File: config.mk
export PLATFORM = sky130hd
export DESIGN_NAME = rob_param
export DESIGN_NICKNAME = d
export VERILOG_FILES = /design/src/rtl/rob_param.sv
export SDC_FILE = /design/constraint.sdc
export NUM_CORES = 1
export LEC_CHECK = 0
export BUFFER_PORTS_ARGS = -buffer_cell sky130_fd_sc_hd__buf_4
export CELL_PAD_IN_SITES_DETAIL_PLACEMENT = 1
export CELL_PAD_IN_SITES_GLOBAL_PLACEMENT = 1
export CORE_UTILIZATION = 40
export CTS_CLUSTER_SIZE = 20
export DETAILED_ROUTE_END_ITERATION = 8
export PLACE_DENSITY = 0.74
export SLEW_MARGIN = 20
export SYNTH_ARGS = -nofsm -noshare
export SYNTH_HDL_FRONTEND = slang
export SYNTH_SLANG_ARGS = --single-unit
File: constraint.sdc
create_clock -name clk -period 7.95 [get_ports clk]
set_input_delay 0 -clock clk [delete_from_list [all_inputs] [get_ports clk]]
set_output_delay 0 -clock clk [all_outputs]
set_load 0.05 [all_outputs]
File: src/rtl/rob_param.sv
// Parameterised reorder buffer: decode allocation, ALU/memory/branch writeback, in-order retire,
// store release handshake and mispredict flush. Define ROB_BYPASS_EN to enable the q1/q2 operand lookups.
module rob_param #(
    parameter int DEPTH  = 8,
    parameter int TAG_W  = 3,
    parameter int DATA_W = 32
) (
    input  logic              clk,
    input  logic              rst,
    input  logic              alloc_valid,
    output logic              alloc_ready,
    input  logic [4:0]        alloc_rd,
    input  logic [1:0]        alloc_kind,
    output logic [TAG_W-1:0]  alloc_tag,
    input  logic              wb0_valid,
    input  logic [TAG_W-1:0]  wb0_tag,
    input  logic [DATA_W-1:0] wb0_value,
    input  logic              wb1_valid,
    input  logic [TAG_W-1:0]  wb1_tag,
    input  logic [DATA_W-1:0] wb1_value,
    input  logic              br_valid,
    input  logic [TAG_W-1:0]  br_tag,
    input  logic              br_mispredict,
    input  logic [DATA_W-1:0] br_target,
    output logic              commit_valid,
    output logic [4:0]        commit_rd,
    output logic [DATA_W-1:0] commit_value,
    output logic [TAG_W-1:0]  commit_tag,
    output logic              st_release_valid,
    output logic [TAG_W-1:0]  st_release_tag,
    input  logic              st_release_ack,
    output logic              flush,
    output logic [DATA_W-1:0] redirect_pc,
    output logic [TAG_W:0]    count,
`ifdef ROB_BYPASS_EN
    input  logic [TAG_W-1:0]  q1_tag,
    input  logic [TAG_W-1:0]  q2_tag,
`endif
    output logic              q1_hit,
    output logic              q2_hit,
    output logic [DATA_W-1:0] q1_value,
    output logic [DATA_W-1:0] q2_value
);

    typedef enum logic [1:0] {
        ENT_FREE = 2'b00,
        ENT_BUSY = 2'b01,
        ENT_DONE = 2'b10
    } ent_state_e;

    localparam logic [1:0]   KIND_ALU    = 2'b00;
    localparam logic [1:0]   KIND_LOAD   = 2'b01;
    localparam logic [1:0]   KIND_STORE  = 2'b10;
    localparam logic [1:0]   KIND_BRANCH = 2'b11;
    localparam logic [TAG_W:0] FULL_CNT  = (TAG_W+1)'(DEPTH);

    ent_state_e          state_r   [DEPTH];
    logic [1:0]          kind_r    [DEPTH];
    logic [4:0]          rd_r      [DEPTH];
    logic [DATA_W-1:0]   value_r   [DEPTH];
    logic [DATA_W-1:0]   target_r  [DEPTH];
    logic [DEPTH-1:0]    mispred_r;

    logic [TAG_W-1:0]    head_r;
    logic [TAG_W-1:0]    tail_r;
    logic [TAG_W:0]      count_r;

    logic                commit_valid_r;
    logic [4:0]          commit_rd_r;
    logic [DATA_W-1:0]   commit_value_r;
    logic [TAG_W-1:0]    commit_tag_r;
    logic                flush_r;
    logic [DATA_W-1:0]   redirect_pc_r;

    logic                head_done_s;
    logic                head_store_s;
    logic                head_branch_s;
    logic                head_keeps_rd_s;
    logic                st_rel_s;
    logic                retire_s;
    logic                mispred_ret_s;
    logic                alloc_ready_s;
    logic                alloc_fire_s;
    logic [DEPTH-1:0]    wb_open_s;
    logic [DEPTH-1:0]    br_hit_s;
    logic [DEPTH-1:0]    wb1_hit_s;
    logic [DEPTH-1:0]    wb0_hit_s;

    // Head-of-buffer retire decision, taken from registered entry state only
    always_comb begin
        head_done_s     = (state_r[head_r] == ENT_DONE);
        head_store_s    = (kind_r[head_r] == KIND_STORE);
        head_branch_s   = (kind_r[head_r] == KIND_BRANCH);
        head_keeps_rd_s = (kind_r[head_r] == KIND_ALU) || (kind_r[head_r] == KIND_LOAD);
        st_rel_s        = head_done_s && head_store_s;
        retire_s        = head_done_s && (!head_store_s || st_release_ack);
        mispred_ret_s   = retire_s && head_branch_s && mispred_r[head_r];
        // Holding off decode while the mispredict retires keeps a just-issued tag from being lost to the flush
        alloc_ready_s   = (count_r != FULL_CNT) && !flush_r && !mispred_ret_s;
        alloc_fire_s    = alloc_valid && alloc_ready_s;
    end

    // Per-entry writeback match; branch beats memory beats ALU on the same tag
    always_comb begin
        wb_open_s = '0;
        br_hit_s  = '0;
        wb1_hit_s = '0;
        wb0_hit_s = '0;
        for (int i = 0; i < DEPTH; i++) begin
            wb_open_s[i] = (state_r[i] == ENT_BUSY) && !flush_r;
            br_hit_s[i]  = wb_open_s[i] && br_valid && (br_tag == TAG_W'(i));
            wb1_hit_s[i] = wb_open_s[i] && wb1_valid && (wb1_tag == TAG_W'(i)) && !br_hit_s[i];
            wb0_hit_s[i] = wb_open_s[i] && wb0_valid && (wb0_tag == TAG_W'(i))
                           && !br_hit_s[i] && !wb1_hit_s[i];
        end
    end

    // Entry lifecycle: FREE -> BUSY on allocation, BUSY -> DONE on writeback, DONE -> FREE on retire
    always_ff @(posedge clk or negedge rst) begin
        if (!rst) begin
            for (int i = 0; i < DEPTH; i++) begin
                state_r[i]  <= ENT_FREE;
                kind_r[i]   <= 2'b00;
                rd_r[i]     <= 5'd0;
                value_r[i]  <= '0;
                target_r[i] <= '0;
            end
            mispred_r <= '0;
        end else begin
            for (int i = 0; i < DEPTH; i++) begin
                if (mispred_ret_s) begin
                    state_r[i]   <= ENT_FREE;
                    mispred_r[i] <= 1'b0;
                end else if (retire_s && (head_r == TAG_W'(i))) begin
                    state_r[i]   <= ENT_FREE;
                end else if (alloc_fire_s && (tail_r == TAG_W'(i))) begin
                    state_r[i]   <= ENT_BUSY;
                    kind_r[i]    <= alloc_kind;
                    rd_r[i]      <= alloc_rd;
                    value_r[i]   <= '0;
                    target_r[i]  <= '0;
                    mispred_r[i] <= 1'b0;
                end else if (br_hit_s[i]) begin
                    state_r[i]   <= ENT_DONE;
                    mispred_r[i] <= br_mispredict;
                    target_r[i]  <= br_target;
                end else if (wb1_hit_s[i]) begin
                    state_r[i]   <= ENT_DONE;
                    value_r[i]   <= wb1_value;
                end else if (wb0_hit_s[i]) begin
                    state_r[i]   <= ENT_DONE;
                    value_r[i]   <= wb0_value;
                end
            end
        end
    end

    // Head/tail pointers and occupancy; occupancy alone decides full and empty
    always_ff @(posedge clk or negedge rst) begin
        if (!rst) begin
            head_r  <= '0;
            tail_r  <= '0;
            count_r <= '0;
        end else if (mispred_ret_s) begin
            head_r  <= '0;
            tail_r  <= '0;
            count_r <= '0;
        end else begin
            if (retire_s) begin
                head_r <= head_r + TAG_W'(1);
            end
            if (alloc_fire_s) begin
                tail_r <= tail_r + TAG_W'(1);
            end
            case ({alloc_fire_s, retire_s})
                2'b10:   count_r <= count_r + (TAG_W+1)'(1);
                2'b01:   count_r <= count_r - (TAG_W+1)'(1);
                default: count_r <= count_r;
            endcase
        end
    end

    // Registered retire pulse, flush pulse and redirect target
    always_ff @(posedge clk or negedge rst) begin
        if (!rst) begin
            commit_valid_r <= 1'b0;
            commit_rd_r    <= 5'd0;
            commit_value_r <= '0;
            commit_tag_r   <= '0;
            flush_r        <= 1'b0;
            redirect_pc_r  <= '0;
        end else begin
            commit_valid_r <= retire_s;
            flush_r        <= mispred_ret_s;
            if (retire_s) begin
                commit_tag_r   <= head_r;
                commit_rd_r    <= head_keeps_rd_s ? rd_r[head_r] : 5'd0;
                commit_value_r <= head_keeps_rd_s ? value_r[head_r] : '0;
            end
            if (mispred_ret_s) begin
                redirect_pc_r <= target_r[head_r];
            end
        end
    end

    assign alloc_ready      = alloc_ready_s;
    assign alloc_tag        = tail_r;
    assign commit_valid     = commit_valid_r;
    assign commit_rd        = commit_rd_r;
    assign commit_value     = commit_value_r;
    assign commit_tag       = commit_tag_r;
    assign st_release_valid = st_rel_s;
    assign st_release_tag   = st_rel_s ? head_r : '0;
    assign flush            = flush_r;
    assign redirect_pc      = redirect_pc_r;
    assign count            = count_r;

`ifdef ROB_BYPASS_EN
    // Returns {hit, value}: completed entry, or a writeback landing on a busy entry this cycle
    function automatic logic [DATA_W:0] bypass_lookup(input logic [TAG_W-1:0] tag);
        logic [DATA_W:0] res;
        if (state_r[tag] == ENT_DONE) begin
            res = {1'b1, value_r[tag]};
        end else if (wb_open_s[tag] && wb1_valid && (wb1_tag == tag)) begin
            res = {1'b1, wb1_value};
        end else if (wb_open_s[tag] && wb0_valid && (wb0_tag == tag)) begin
            res = {1'b1, wb0_value};
        end else begin
            res = '0;
        end
        return res;
    endfunction

    // Operand lookups for the rename stage
    always_comb begin
        {q1_hit, q1_value} = bypass_lookup(q1_tag);
        {q2_hit, q2_value} = bypass_lookup(q2_tag);
    end
`else
    assign q1_hit   = 1'b0;
    assign q2_hit   = 1'b0;
    assign q1_value = '0;
    assign q2_value = '0;
`endif

endmodule

==> results.txt, run 1 <==
The final wirelength is 116.7 mm. STA classifies the critical path startpoint as a flop. The worst setup path category is flop to primary output. The max-slew violation count was 0. For the worst flop-to-flop path, the logic depth is 13. The utilization after layout is 47.50%. The area fraction of the dominant cell type after synthesis is 48.12%. The highest-delay cell along the critical path is sky130_fd_sc_hd__dfrtp_4. The endpoint type of the worst setup path is a primary output. In the routed design, unresolved DRC markers number 0.

Once the clock tree was built, the resizer swapped 0 gates to a different size. In this run the remaining antenna-violating nets after routing total 0. The clock latency reported for the late side of the worst-skew pair is 670 ps.

The clock tree skew after final layout came out at 55.87 ps. Dividing total power by cell area gives a power density of 387.6 nW/um^2. The most used flip-flop cell after synthesis is sky130_fd_sc_hd__dfrtp_1. After synthesis, the mean cell area works out to 11.78 um^2. The number of antenna violations at the first check in global routing is 9. The signal on the critical path passes through buf_4 -> mux4_2 -> mux2i_1 -> or4_1 -> or3_4 -> buf_4 -> and3_1 -> buf_4.

The routed via count divided by cell count came out at 5.933. For this design the static power due to leakage is 19.34 nW. The starting utilization of the core area came out at 40.46%. The root buffer cell chosen for the clock tree is sky130_fd_sc_hd__clkbuf_16. Of all flip-flops after synthesis, the portion carrying an async set or reset was 100.0%.

The number of top-level pins is 272. The number of library cell types mapped by synthesis is 71. The most critical setup path has its startpoint at head_r[1]. The layout filler cell count came out at 9044. In the final timing run, aggregate negative setup slack is 0 ps. The largest voltage drop on the vdd net came out at 0.2289 mV. The initial detailed-routing violation count came out at 2004. The net count of the finished layout is 3297. The floorplan has 108 rows. The worst slew margin relative to its limit came out at 18.80%. The H-tree generated during clock tree synthesis spans 3 levels.

The number of register bits inferred by synthesis is 676. The core region is 86890 um^2. The cell count after synthesis is 2984. For this run, the slowest stage of the critical path takes 1040 ps.

Input and output buffers added on the ports amount to 205. Setup repair after global routing left no endpoint under its margin. The worst register-to-register path ends at count[3]. In this run, placement finished with an instance count of 4087.

The largest total area in the synthesized netlist belongs to sky130_fd_sc_hd__dfrtp_1. The remaining global-route overflow came out at 0. In the post-synthesis netlist, the biggest area contributors are sky130_fd_sc_hd__dfrtp_1 (48%), sky130_fd_sc_hd__mux2i_1 (14%), sky130_fd_sc_hd__mux4_2 (9.2%), sky130_fd_sc_hd__o2bb2ai_1 (6.2%), sky130_fd_sc_hd__nand2_1 (3.2%).

The share of the cycle needed by the critical path after routing is 72.50%. The class of the worst hold path is primary input to asynchronous set/reset pin. The Yosys step of the flow raised 0 warnings. Compared with the post-synthesis result, the final layout area differs by 17.39%. The first global-routing pass estimated 180.4 mm of wire.

The flow ran to the end, and the final reports show no timing, DRC or antenna violations. The pin slew with the least headroom to its limit is 1217 ps. The top fanout value on the critical path came out at 56. The floorplan step defined a die boundary enclosing 89070 um^2. The arrival time at the worst endpoint came out at 5760 ps.

The buffers inserted during post-CTS setup optimization came out at 0. At the placement stage, the worst setup path has a slack of 2335 ps. The width of the die is 298.5 um. Sequential elements use 48.12% of the synthesized area.

The worst register-to-register path begins at head_r[1]. The number of buffers on the longest clock path is 3. The worst path required time came out at 7950 ps. The total count of hold-check failures in the final report is 0. Setup violations remaining at the end of the flow were counted as 0. TritonCTS built the clock tree.

The worst setup slack after layout came out at 2186 ps. The highest clock rate is 173.5 MHz. The TritonCTS buffer count came out at 78. The number of enable flip-flop cells after synthesis came out at 0. The number of global-route vias before repair is 28980. The iteration count of the initial detailed-routing pass is 7.

The pin count of the biggest net entering global routing came out at 188. Detailed routing inserted a total of 25990 vias. Among the stages of the critical path, the cell type that occurs most often is sky130_fd_sc_hd__buf_4.

From bottom edge to top edge, the die measures 298.5 um. The minimum clock period after layout is 5764 ps. The clock slew at the register clock pins of the worst setup and hold paths is 60 ps. The number of sinks handled by clock tree synthesis came out at 676. The detailed-placement wirelength estimate is 66.71 mm. The register-to-register path setup slack came out at 2230 ps. The netlist area before placement came out at 35150 um^2. The global-route total usage across every layer came out at 26.27%.

The non-filler instance count after layout came out at 4381. The reported max-cap violation count came out at 0. The total power of the final layout is 16.00 mW. The last weighted congestion value of the routability-driven placer is 0.8587.

The detailed-route wire length per cell is 26.65 um. The fraction of layout instances using a drive strength above 1 is 20.18%.
-- cell usage after synthesis (all sizes together), types with 13 or more instances --
cell type and n:
a22o 64, a21oi 51, o2bb2ai 257, nand2 298
buf 268, inv 208, mux2 59, nand3 30
mux4 144, nor2b 13, ha 14, nor3 23
clkbuf 108, nor2 66, o31ai 41, and3 14
mux2i 484, nand4 19, dfrtp 676, o21ai 53
-- cell type report --
class	instances	area [um^2]	area share [%]
repair buffers	409	3506	8.495
flip-flops and latches	676	16920	41.01
well taps	1155	1445	3.502
diodes	5	12.51	0.03032
multi-input cells	1789	15870	38.46
inverters	208	790.8	1.916
clock inverters	22	381.6	0.9247
clock buffers	117	2338	5.667
-- state kept, by name, summed over array words and instances, names as in the netlist --
register,flops
commit_value,32
mispred_r,8
commit_valid,1
redirect_pc,32
rd_r,40
value_r,256
commit_rd,5
target_r,256
alloc_tag,3
flush,1
state_r,16
count,4
head_r,3
kind_r,16
commit_tag,3
-- power by group --
group | switching [mW] | leakage (nW) | internal, mW
clock | 1.55 | 1.32 | 2.22
sequential | 0.988 | 8.58 | 4.83
combinational | 3.65 | 9.44 | 2.75
total | 6.19 | 19.3 | 9.80
-- worst max-delay path by stage --
stage             endpoint  slack (ps)  depth (start not counted)
2_1_floorplan     count[3]        3940                         17
3_3_place_gp      count[3]        2350                         13
3_5_place_dp      count[3]        2340                         13
4_1_cts        alloc_ready        2270                          8
5_1_grt        alloc_ready        1990                          8
6_report       alloc_ready        2190                          8
-- cells by family after synthesis --
| kind of cell | after synthesis | share of synthesized area [%] |
|---|---|---|
| compound gates | 502 | 11.44 |
| xor+xnor | 3 | 0.07476 |
| fa+ha+maj | 15 | 0.5552 |
| buf+inv | 584 | 7.837 |
| flops | 676 | 48.12 |
| mux | 687 | 24.91 |
| other cells | 1 | 0.01067 |
| simple gates | 516 | 7.058 |
-- cell usage in the layout (no fill, tap or decap), drive strengths merged, types with 30 or more instances in the layout --
cell / n
o2bb2ai: 257
a21oi: 51
inv: 212
mux2: 59
o31ai: 41
mux4: 144
conb: 66
nor2: 66
mux2i: 484
nand3: 30
clkbuf: 117
a22o: 64
nand2: 298
o21ai: 53
dlygate4sd3: 148
dfrtp: 676
buf: 261
-- metrics by stage --
stage,instance area [um^2],hold slack [ps]
2_1_floorplan,35400,-295.6
3_3_place_gp,37010,128.0
3_5_place_dp,37010,153.7
4_1_cts,41210,23.95
5_1_grt,41260,77.83
6_report,41270,26.57
-- worst max-delay path: cells and delay by family, from the launching register on --
kind / cells / cell delay [ps]
buffers and inverters: 3 / 1500
DFF: 1 / 1040
muxes: 2 / 760
and+or+nand+nor: 3 / 1670
-- repair_timing --
item,CTS,global route
hold buffers,148,0
hold endpoints to repair,693,0
setup endpoints to repair,0,0
-- per-layer routing --
| layer | track usage (%) | wire length, um | up-vias |
|---|---|---|---|
| li1 | - | - | 10910 |
| met1 | 33.61 | 47550 | 13860 |
| met2 | 44.49 | 58150 | 949 |
| met3 | 4.776 | 7178 | 267 |
| met4 | 9.475 | 3767 | 14 |
| met5 | 0 | 91 | - |
No activity file was read; power rests on OpenSTA's default activity.
==> inputs of run 2 (changes only) <==
- clock period: 7.95 -> 5.4 ns (I/O delays scaled with it)
==> results.txt, run 2 (same netlist as run 1, synthesis figures left out) <==
The number of top-level pins came out at 272 (unchanged). The startpoint kind of the worst setup timing path is a flop. The global-route total usage across every layer is 26.90% (+0.63 points). The post-route antenna net violation count came out at 0 (unchanged). In this run the worst hold path is classified as primary input to flop. The total power of the final layout came out at 23.69 mW (+48%). The reported max-cap violation count is 0 (unchanged).

The TritonCTS buffer count is 79 (+1.3%). The total number of vias came out at 25990 (-0.0077%). The worst setup slack after layout came to 863.8 ps (-1322 ps). The combined buffer and inverter count along the critical path is 1 (-2).

The iteration count of the initial detailed-routing pass came to 5 (-2). The worst slew margin relative to its limit is 26.17% (+7.4 points). The routed via count divided by cell count is 5.916 (-0.28%). The highest-delay cell along the critical path is sky130_fd_sc_hd__dfrtp_4. The total number of placement rows came to 108 (unchanged). The core box area is 86890 um^2 (unchanged). The largest voltage drop on the vdd net is 0.4298 mV (+88%).

Along the worst hold path, the cell count comes to 5. The pin count of the biggest net entering global routing is 132 (-30%). The buffers inserted during post-CTS setup optimization is 0 (unchanged). The largest registers in the layout are target_r x256, value_r x256, rd_r x40. The number of cell instances on the worst register-to-register path came out at 13 (unchanged). The aggregate negative setup slack is 0 ps (unchanged). The layout filler cell count came out at 9021 (-0.25%). The height of the die is 298.5 um (unchanged). The worst path required time came out at 5930 ps (-2020 ps). The layout net count is 3308 (+0.33%). The tree is rooted in a sky130_fd_sc_hd__clkbuf_16. The initial detailed-routing violation count is 1999 (-0.25%). The cell count after placement came out at 4098 (+0.27%). From synthesis to final layout, the design area changed by 17.59%. The top fanout value on the critical path was 39 (-30%). The number of global-route vias before repair is 29160 (+0.60%). The global-route wire length before repair is 183.9 mm (+1.9%). The critical path goes through mux4_2 -> nor2_4 -> buf_4 -> or4b_1 -> nand3_4 -> a21oi_1 -> ha_1 -> a21o_1 -> a21oi_1 -> nand2_1 -> xor2_1 -> o32ai_1 -> a211o_1. The width of the die came out at 298.5 um (unchanged). The worst stage delay on the critical path came to 830 ps (-210 ps). The fraction of layout instances using a drive strength above 1 is 20.50% (+0.32 points). The critical path in this run is classified as flop to flop. The number of antenna violations at the first check in global routing came to 5 (-4). The most numerous cell type found on the critical path is sky130_fd_sc_hd__a21oi_1. The full die area came out at 89070 um^2 (unchanged). In the layout the commonest cells are sky130_fd_sc_hd__dfrtp_1 (674), sky130_fd_sc_hd__mux2i_1 (484), sky130_fd_sc_hd__nand2_1 (298), sky130_fd_sc_hd__buf_4 (263), sky130_fd_sc_hd__o2bb2ai_1 (247). The total count of hold-check failures in the final report is 0 (unchanged). The cell count along the critical path came out at 13 (+5). The pin slew with the least headroom to its limit was 1107 ps (-109.2 ps). The clock latency reported for the late side of the worst-skew pair was 660 ps (about the same).

The family of cells with the greatest summed delay on the critical path is compound AO/OA/AOI/OAI gates. Leaving out fill and tap cells, the most frequent cell in the layout is sky130_fd_sc_hd__dfrtp_1. The non-filler instance count after layout is 4393 (+0.27%). The arrival time at the worst endpoint was 5060 ps (-700 ps). The number of sinks handled by clock tree synthesis came to 676 (unchanged). The final wirelength is 119.3 mm (+2.2%). The final count of negative-setup-slack endpoints is 0 (unchanged).

The starting utilization of the core area was 40.46% (unchanged). The clock slew at the register clock pins of the worst setup and hold paths is 60 ps (about the same). The CTS H-tree depth came out at 3 (unchanged). The minimum clock period after layout is 4536 ps.

The clock tree skew after final layout is 42.10 ps (-13.77 ps). The last weighted congestion value of the routability-driven placer is 0.8677 (+1.0%). The leakage power total came out at 19.39 nW (+0.22%). STA classifies the critical path endpoint as a flop. The quantity of I/O buffers inserted on ports is 205 (unchanged). The final hold slack came out at 51.82 ps (+25.25 ps). The run finished with clean final reports. The number of buffers on the longest clock path came out at 3 (unchanged). The detailed-route wire length per cell came to 27.16 um (+1.9%). Setup repair after global routing left no endpoint under its margin. TritonCTS built the clock tree. The highest clock rate came out at 220.5 MHz. The max-slew violation count is 0 (unchanged).

The detailed-placement wirelength estimate is 68.14 mm (+2.2%). The detailed-route DRC error count is 0 (unchanged). After layout, the worst path uses 84.00% of the clock period. The remaining global-route overflow is 0 (unchanged).

The pre-CTS setup slack is 859.9 ps (-1475 ps). The total power density per cell area is 573.0 nW/um^2 (+48%).
run 2: cell count changes in the layout (fill, tap and decap cells not counted), sizes merged:
cell	change
clkbuf	-14
clkinv	+14
buf	+9
bufinv	+2
clkinvlp	+2
diode	-1
dlygate4sd3	+1
inv	-1
run 2: path summary, 6_finish.rpt:
check	slack (ps)	end	startpoint
worst max register to register	860	count[3]	head_r[0]
worst min-delay path	50	state_r[1]	wb1_valid
min in group asynchronous	90	value_r[34]	rst
max in group asynchronous	3850	head_r[1]	rst
worst min register to register	480	commit_tag[2]	commit_tag[2]
worst max-delay path	860	count[3]	head_r[0]
run 2: layout make-up:
cell class                 count  area, um^2  share of cell area [%]
antenna                        4       10.01                 0.02421
clock buffer                 103        2177                   5.267
clock inverter                39       511.7                   1.238
inverter                     208       790.8                   1.913
multi-input combinational   1789       15890                   38.43
sequential                   676       16920                   40.94
tap                         1155        1445                   3.496
timing repair buffer         419        3592                   8.690
run 2: power by group:
part	internal (mW)	switching, mW	leakage, nW
combinational	4.06	5.55	9.49
clock	3.22	2.35	1.32
sequential	7.12	1.38	8.58
run 2: routing by layer:
layer	vias up	wire, um	track usage (%)
li1	10940	-	-
met4	6	4673	11.16
met2	1001	58680	45.18
met1	13760	48280	34.15
met5	-	41	0
met3	283	7657	4.922
run 2: worst register-to-register path: stages (launching register included):
cell	delay, ps
sky130_fd_sc_hd__dfrtp_4	830
sky130_fd_sc_hd__mux4_2	620
sky130_fd_sc_hd__nor2_4	100
sky130_fd_sc_hd__buf_4	540
sky130_fd_sc_hd__or4b_1	510
sky130_fd_sc_hd__nand3_4	120
sky130_fd_sc_hd__a21oi_1	340
sky130_fd_sc_hd__ha_1	320
sky130_fd_sc_hd__a21o_1	160
sky130_fd_sc_hd__a21oi_1	180
sky130_fd_sc_hd__nand2_1	100
sky130_fd_sc_hd__xor2_1	160
sky130_fd_sc_hd__o32ai_1	110
sky130_fd_sc_hd__a211o_1	340
run 2: through the flow:
step / cell area, um^2 / util [%]
floorplan: 35400 / -
global placement: 37140 / 42.75
detailed placement: 37140 / 42.75
CTS: 41320 / 47.56
global route: 41330 / 47.57
finish: 41340 / 47.58
run 2: timing repair:
item / 4_1_cts / 5_1_grt
hold buffers: 149 / 0
resized for setup: 0 / 0
endpoints found under the setup margin: 0 / 0
hold endpoints to repair: 691 / 0
==> inputs of run 3 (changes only) <==
- ABC_AREA: not set -> 1
- PLACE_DENSITY: 0.74 -> 0.83
- clock period: 5.4 -> 4.1 ns (I/O delays scaled with it)
==> results.txt, run 3 <==
The run finished with clean final reports. The critical path is of the flop to flop type. The combined buffer and inverter count along the critical path came out at 3 (+2). The worst stage delay on the critical path came out at 730 ps (-100 ps).

The total number of placement rows came to 109 (+0.93%). The final count of negative-setup-slack endpoints came out at 0 (unchanged). The CTS H-tree depth is 3 (unchanged). The core box area is 88370 um^2 (+1.7%). The final wirelength is 140.8 mm (+18%).

The family of cells with the greatest summed delay on the critical path is simple AND/OR/NAND/NOR gates. The capturing point of the worst reg2reg path is value_r[109]. The share of async-settable or async-resettable flops after synthesis came out at 100.0% (unchanged). The clock root buffer master is sky130_fd_sc_hd__clkbuf_16. The initial detailed-routing violation count came out at 3212 (+61%). The clock slew at the register clock pins of the worst setup and hold paths came out at 60 ps (about the same). The number of register bits inferred by synthesis came to 676 (unchanged). The cell count after synthesis came out at 4822 (+62%). The number of gates resized after cts is 0 (unchanged). The number of warnings reported in the yosys synthesis log is 0 (unchanged). The number of antenna violations at the first check in global routing is 10 (+5). In the final layout, the registers with the most flip-flops are target_r x256, value_r x256, rd_r x40. The clock tree skew after final layout is 26.89 ps (-15.21 ps).

The number of enable flip-flop cells after synthesis is 0 (unchanged). The total number of vias is 36170 (+39%). Yosys instantiated no cell more often than sky130_fd_sc_hd__nand2_1. The number of buffers on the longest clock path came out at 3 (unchanged). The max-slew violation count came to 0 (unchanged).

The netlist area before placement is 35650 um^2 (+1.4%). The worst slew margin relative to its limit came out at 24.19% (-2.0 points). The area growth from synthesis to layout is 17.45%. The number of library cell types mapped by synthesis came out at 47 (-34%).

The final hold slack is 57.85 ps (+6.034 ps). The post-cts hold buffer count came out at 149 (unchanged). By area the synthesized netlist is led by sky130_fd_sc_hd__dfrtp_1 (47%), sky130_fd_sc_hd__nand2_1 (20%), sky130_fd_sc_hd__o21ai_0 (7.6%), sky130_fd_sc_hd__nand4_1 (3.6%), sky130_fd_sc_hd__nand3_1 (3.0%). The starting utilization of the core area was 40.34% (-0.12 points). The minimum clock period after layout came out at 3871 ps (-665.5 ps). The number of cell instances on the worst register-to-register path came out at 14 (+1). STA classifies the critical path endpoint as a flop. The area fraction of the dominant cell type after synthesis came out at 47.45% (-0.67 points). By count the netlist is led by sky130_fd_sc_hd__nand2_1 (1901), sky130_fd_sc_hd__dfrtp_1 (676), sky130_fd_sc_hd__o21ai_0 (540), sky130_fd_sc_hd__clkbuf_1 (224).

The register-to-register path setup slack came out at 230 ps (-630 ps). The leakage power total came out at 21.69 nW (+12%). The portion of the post-synthesis area used by sequential elements is 47.45% (-0.67 points).

The share of the cycle needed by the critical path after routing came out at 94.41% (+10 points). The pin slew with the least headroom to its limit was 1137 ps (+29.70 ps). The remaining global-route overflow came to 0 (unchanged). The total count of hold-check failures in the final report is 0 (unchanged). TritonCTS built the clock tree. The average cell area after synthesis came out at 7.394 um^2 (-37%). The dominant synthesized flop cell is sky130_fd_sc_hd__dfrtp_1. The cell count after placement is 5875 (+43%).

The TritonCTS buffer count is 79 (unchanged). In this design, the critical path's most frequently occurring cell is sky130_fd_sc_hd__nand2_1. The clock latency reported for the late side of the worst-skew pair is 670 ps (about the same). The pin count of the biggest net entering global routing came out at 126 (-4.5%). The detailed-route DRC error count came to 0 (unchanged). The layout net count was 5075 (+53%). The largest total area in the synthesized netlist belongs to sky130_fd_sc_hd__dfrtp_1. The reported max-cap violation count came out at 0 (unchanged).

The iteration count of the initial detailed-routing pass came to 5 (unchanged). The fraction of layout instances using a drive strength above 1 was 9.794% (-11 points). The global-route wire length before repair came out at 218.9 mm (+19%). In this run the critical register-to-register path is launched from head_r[0]. The number of global-route vias before repair is 37480 (+29%).

The full die area was 90330 um^2 (+1.4%). The buffers inserted during post-CTS setup optimization is 0 (unchanged). The worst setup path is launched from a flop. The top fanout value on the critical path came out at 56 (+44%). The top cell types in the final layout, fill and taps aside, are sky130_fd_sc_hd__nand2_1 (1898), sky130_fd_sc_hd__dfrtp_1 (673), sky130_fd_sc_hd__o21ai_0 (540), sky130_fd_sc_hd__buf_4 (284), sky130_fd_sc_hd__nor2_1 (211). The global-route total usage across every layer is 30.96% (+4.1 points). The total power density per cell area is 789.5 nW/um^2 (+38%). The largest voltage drop on the vdd net is 0.5190 mV (+21%). The highest clock rate came out at 258.4 MHz (+17%). The most common cell after layout, fill and taps aside is sky130_fd_sc_hd__nand2_1. The class of the worst hold path is primary input to asynchronous set/reset pin. The area of combinational cells with multiple inputs came out at 16090 um^2 (+1.3%). The number of sinks handled by clock tree synthesis came out at 676 (unchanged). The height of the die was 300.6 um (+0.70%). The aggregate negative setup slack came out at 0 ps (unchanged). The area taken by flip-flops and latches is 16930 um^2 (about the same).

The detailed-route wire length per cell was 22.82 um (-16%). The utilization after layout is 47.38% (-0.19 points). The non-filler instance count after layout came to 6169 (+40%). The quantity of I/O buffers inserted on ports is 205 (unchanged). The routed via count divided by cell count was 5.863 (-0.90%). The number of top-level pins is 272 (unchanged). Walking the worst path, the cells encountered are inv_8 -> nand2_1 -> nand3_1 -> nand3_1 -> nand2_2 -> nor2_2 -> nand4_1 -> buf_4 -> nand2_1 -> nor2_1 -> nand2_1 -> inv_2 -> nand2_1 -> nand2_1. The post-route antenna net violation count is 0 (unchanged).

The worst path required time came out at 4690 ps (-1240 ps). The total power of the final layout is 33.06 mW (+40%). The highest-delay cell along the critical path is sky130_fd_sc_hd__inv_2.

Setup repair after global routing left no endpoint under its margin. The arrival time at the worst endpoint is 4460 ps (-600 ps). The width of the die is 300.6 um (+0.70%). The last weighted congestion value of the routability-driven placer is 0.9475 (+9.2%). The layout filler cell count is 10840 (+20%).

The detailed-placement wirelength estimate came out at 81.48 mm (+20%).
## run 3: cells by family after synthesis
group                      after synthesis  share of synthesized area, %
AOI/OAI and AO/OA                      885                         13.77
xor gates and xnor gates                 3                       0.07371
adders and majority gates               15                        0.5475
buffers and inverters                  658                         8.296
DFF                                    676                         47.45
muxes                                    1                       0.02808
other                                    1                       0.01052
and+or+nand+nor                       2583                         29.82
## run 3: stage by stage
step | setup slack, ps | instance area, um^2
detailed placement | 357.6 | 37610
global route | 47.22 | 41870
global placement | 536.1 | 37610
floorplan | 1407 | 35900
CTS | 333.0 | 41870
finish | 229.3 | 41880
## run 3: layer usage
| layer | track usage [%] | part of all wire, % | vias up |
|---|---|---|---|
| met1 | 39.97 | 42 | 18370 |
| met4 | 13.29 | 4.0 | 16 |
| li1 | - | - | 15920 |
| met2 | 50.80 | 47 | 1469 |
| met3 | 5.729 | 7.3 | 395 |
| met5 | 0 | 0.072 | - |
## run 3: power by group
| part | internal [mW] | total, mW | switching, mW |
|---|---|---|---|
| combinational | 4.23 | 14.4 | 10.2 |
| clock | 4.50 | 7.56 | 3.06 |
| sequential | 9.40 | 11.1 | 1.70 |
| total | 18.1 | 33.1 | 14.9 |
## run 3: area by class of cell
| type | count | area share [%] |
|---|---|---|
| sequential | 676 | 40.42 |
| multi-input combinational | 3553 | 38.43 |
| timing repair buffer | 449 | 9.448 |
| clock buffer | 122 | 5.755 |
| tap | 1165 | 3.481 |
| inverter | 181 | 1.652 |
| clock inverter | 22 | 0.8127 |
| antenna | 1 | 0.005976 |
## run 3: worst max-delay path by stage
stage | from | endpoint | slack (ps) | depth (start not counted)
after global placement | head_r[1] | value_r[109] | 540 | 14
after CTS | head_r[0] | value_r[106] | 330 | 14
after floorplan | head_r[0] | count[3] | 1410 | 15
after global routing | head_r[0] | value_r[116] | 50 | 14
after detailed placement | head_r[0] | value_r[118] | 360 | 14
final | head_r[0] | value_r[109] | 230 | 14
## run 3: worst min-delay path, cell delays in order
cell	delay [ps]
sky130_fd_sc_hd__dlygate4sd3_1	560
sky130_fd_sc_hd__buf_8	230
sky130_fd_sc_hd__buf_16	320
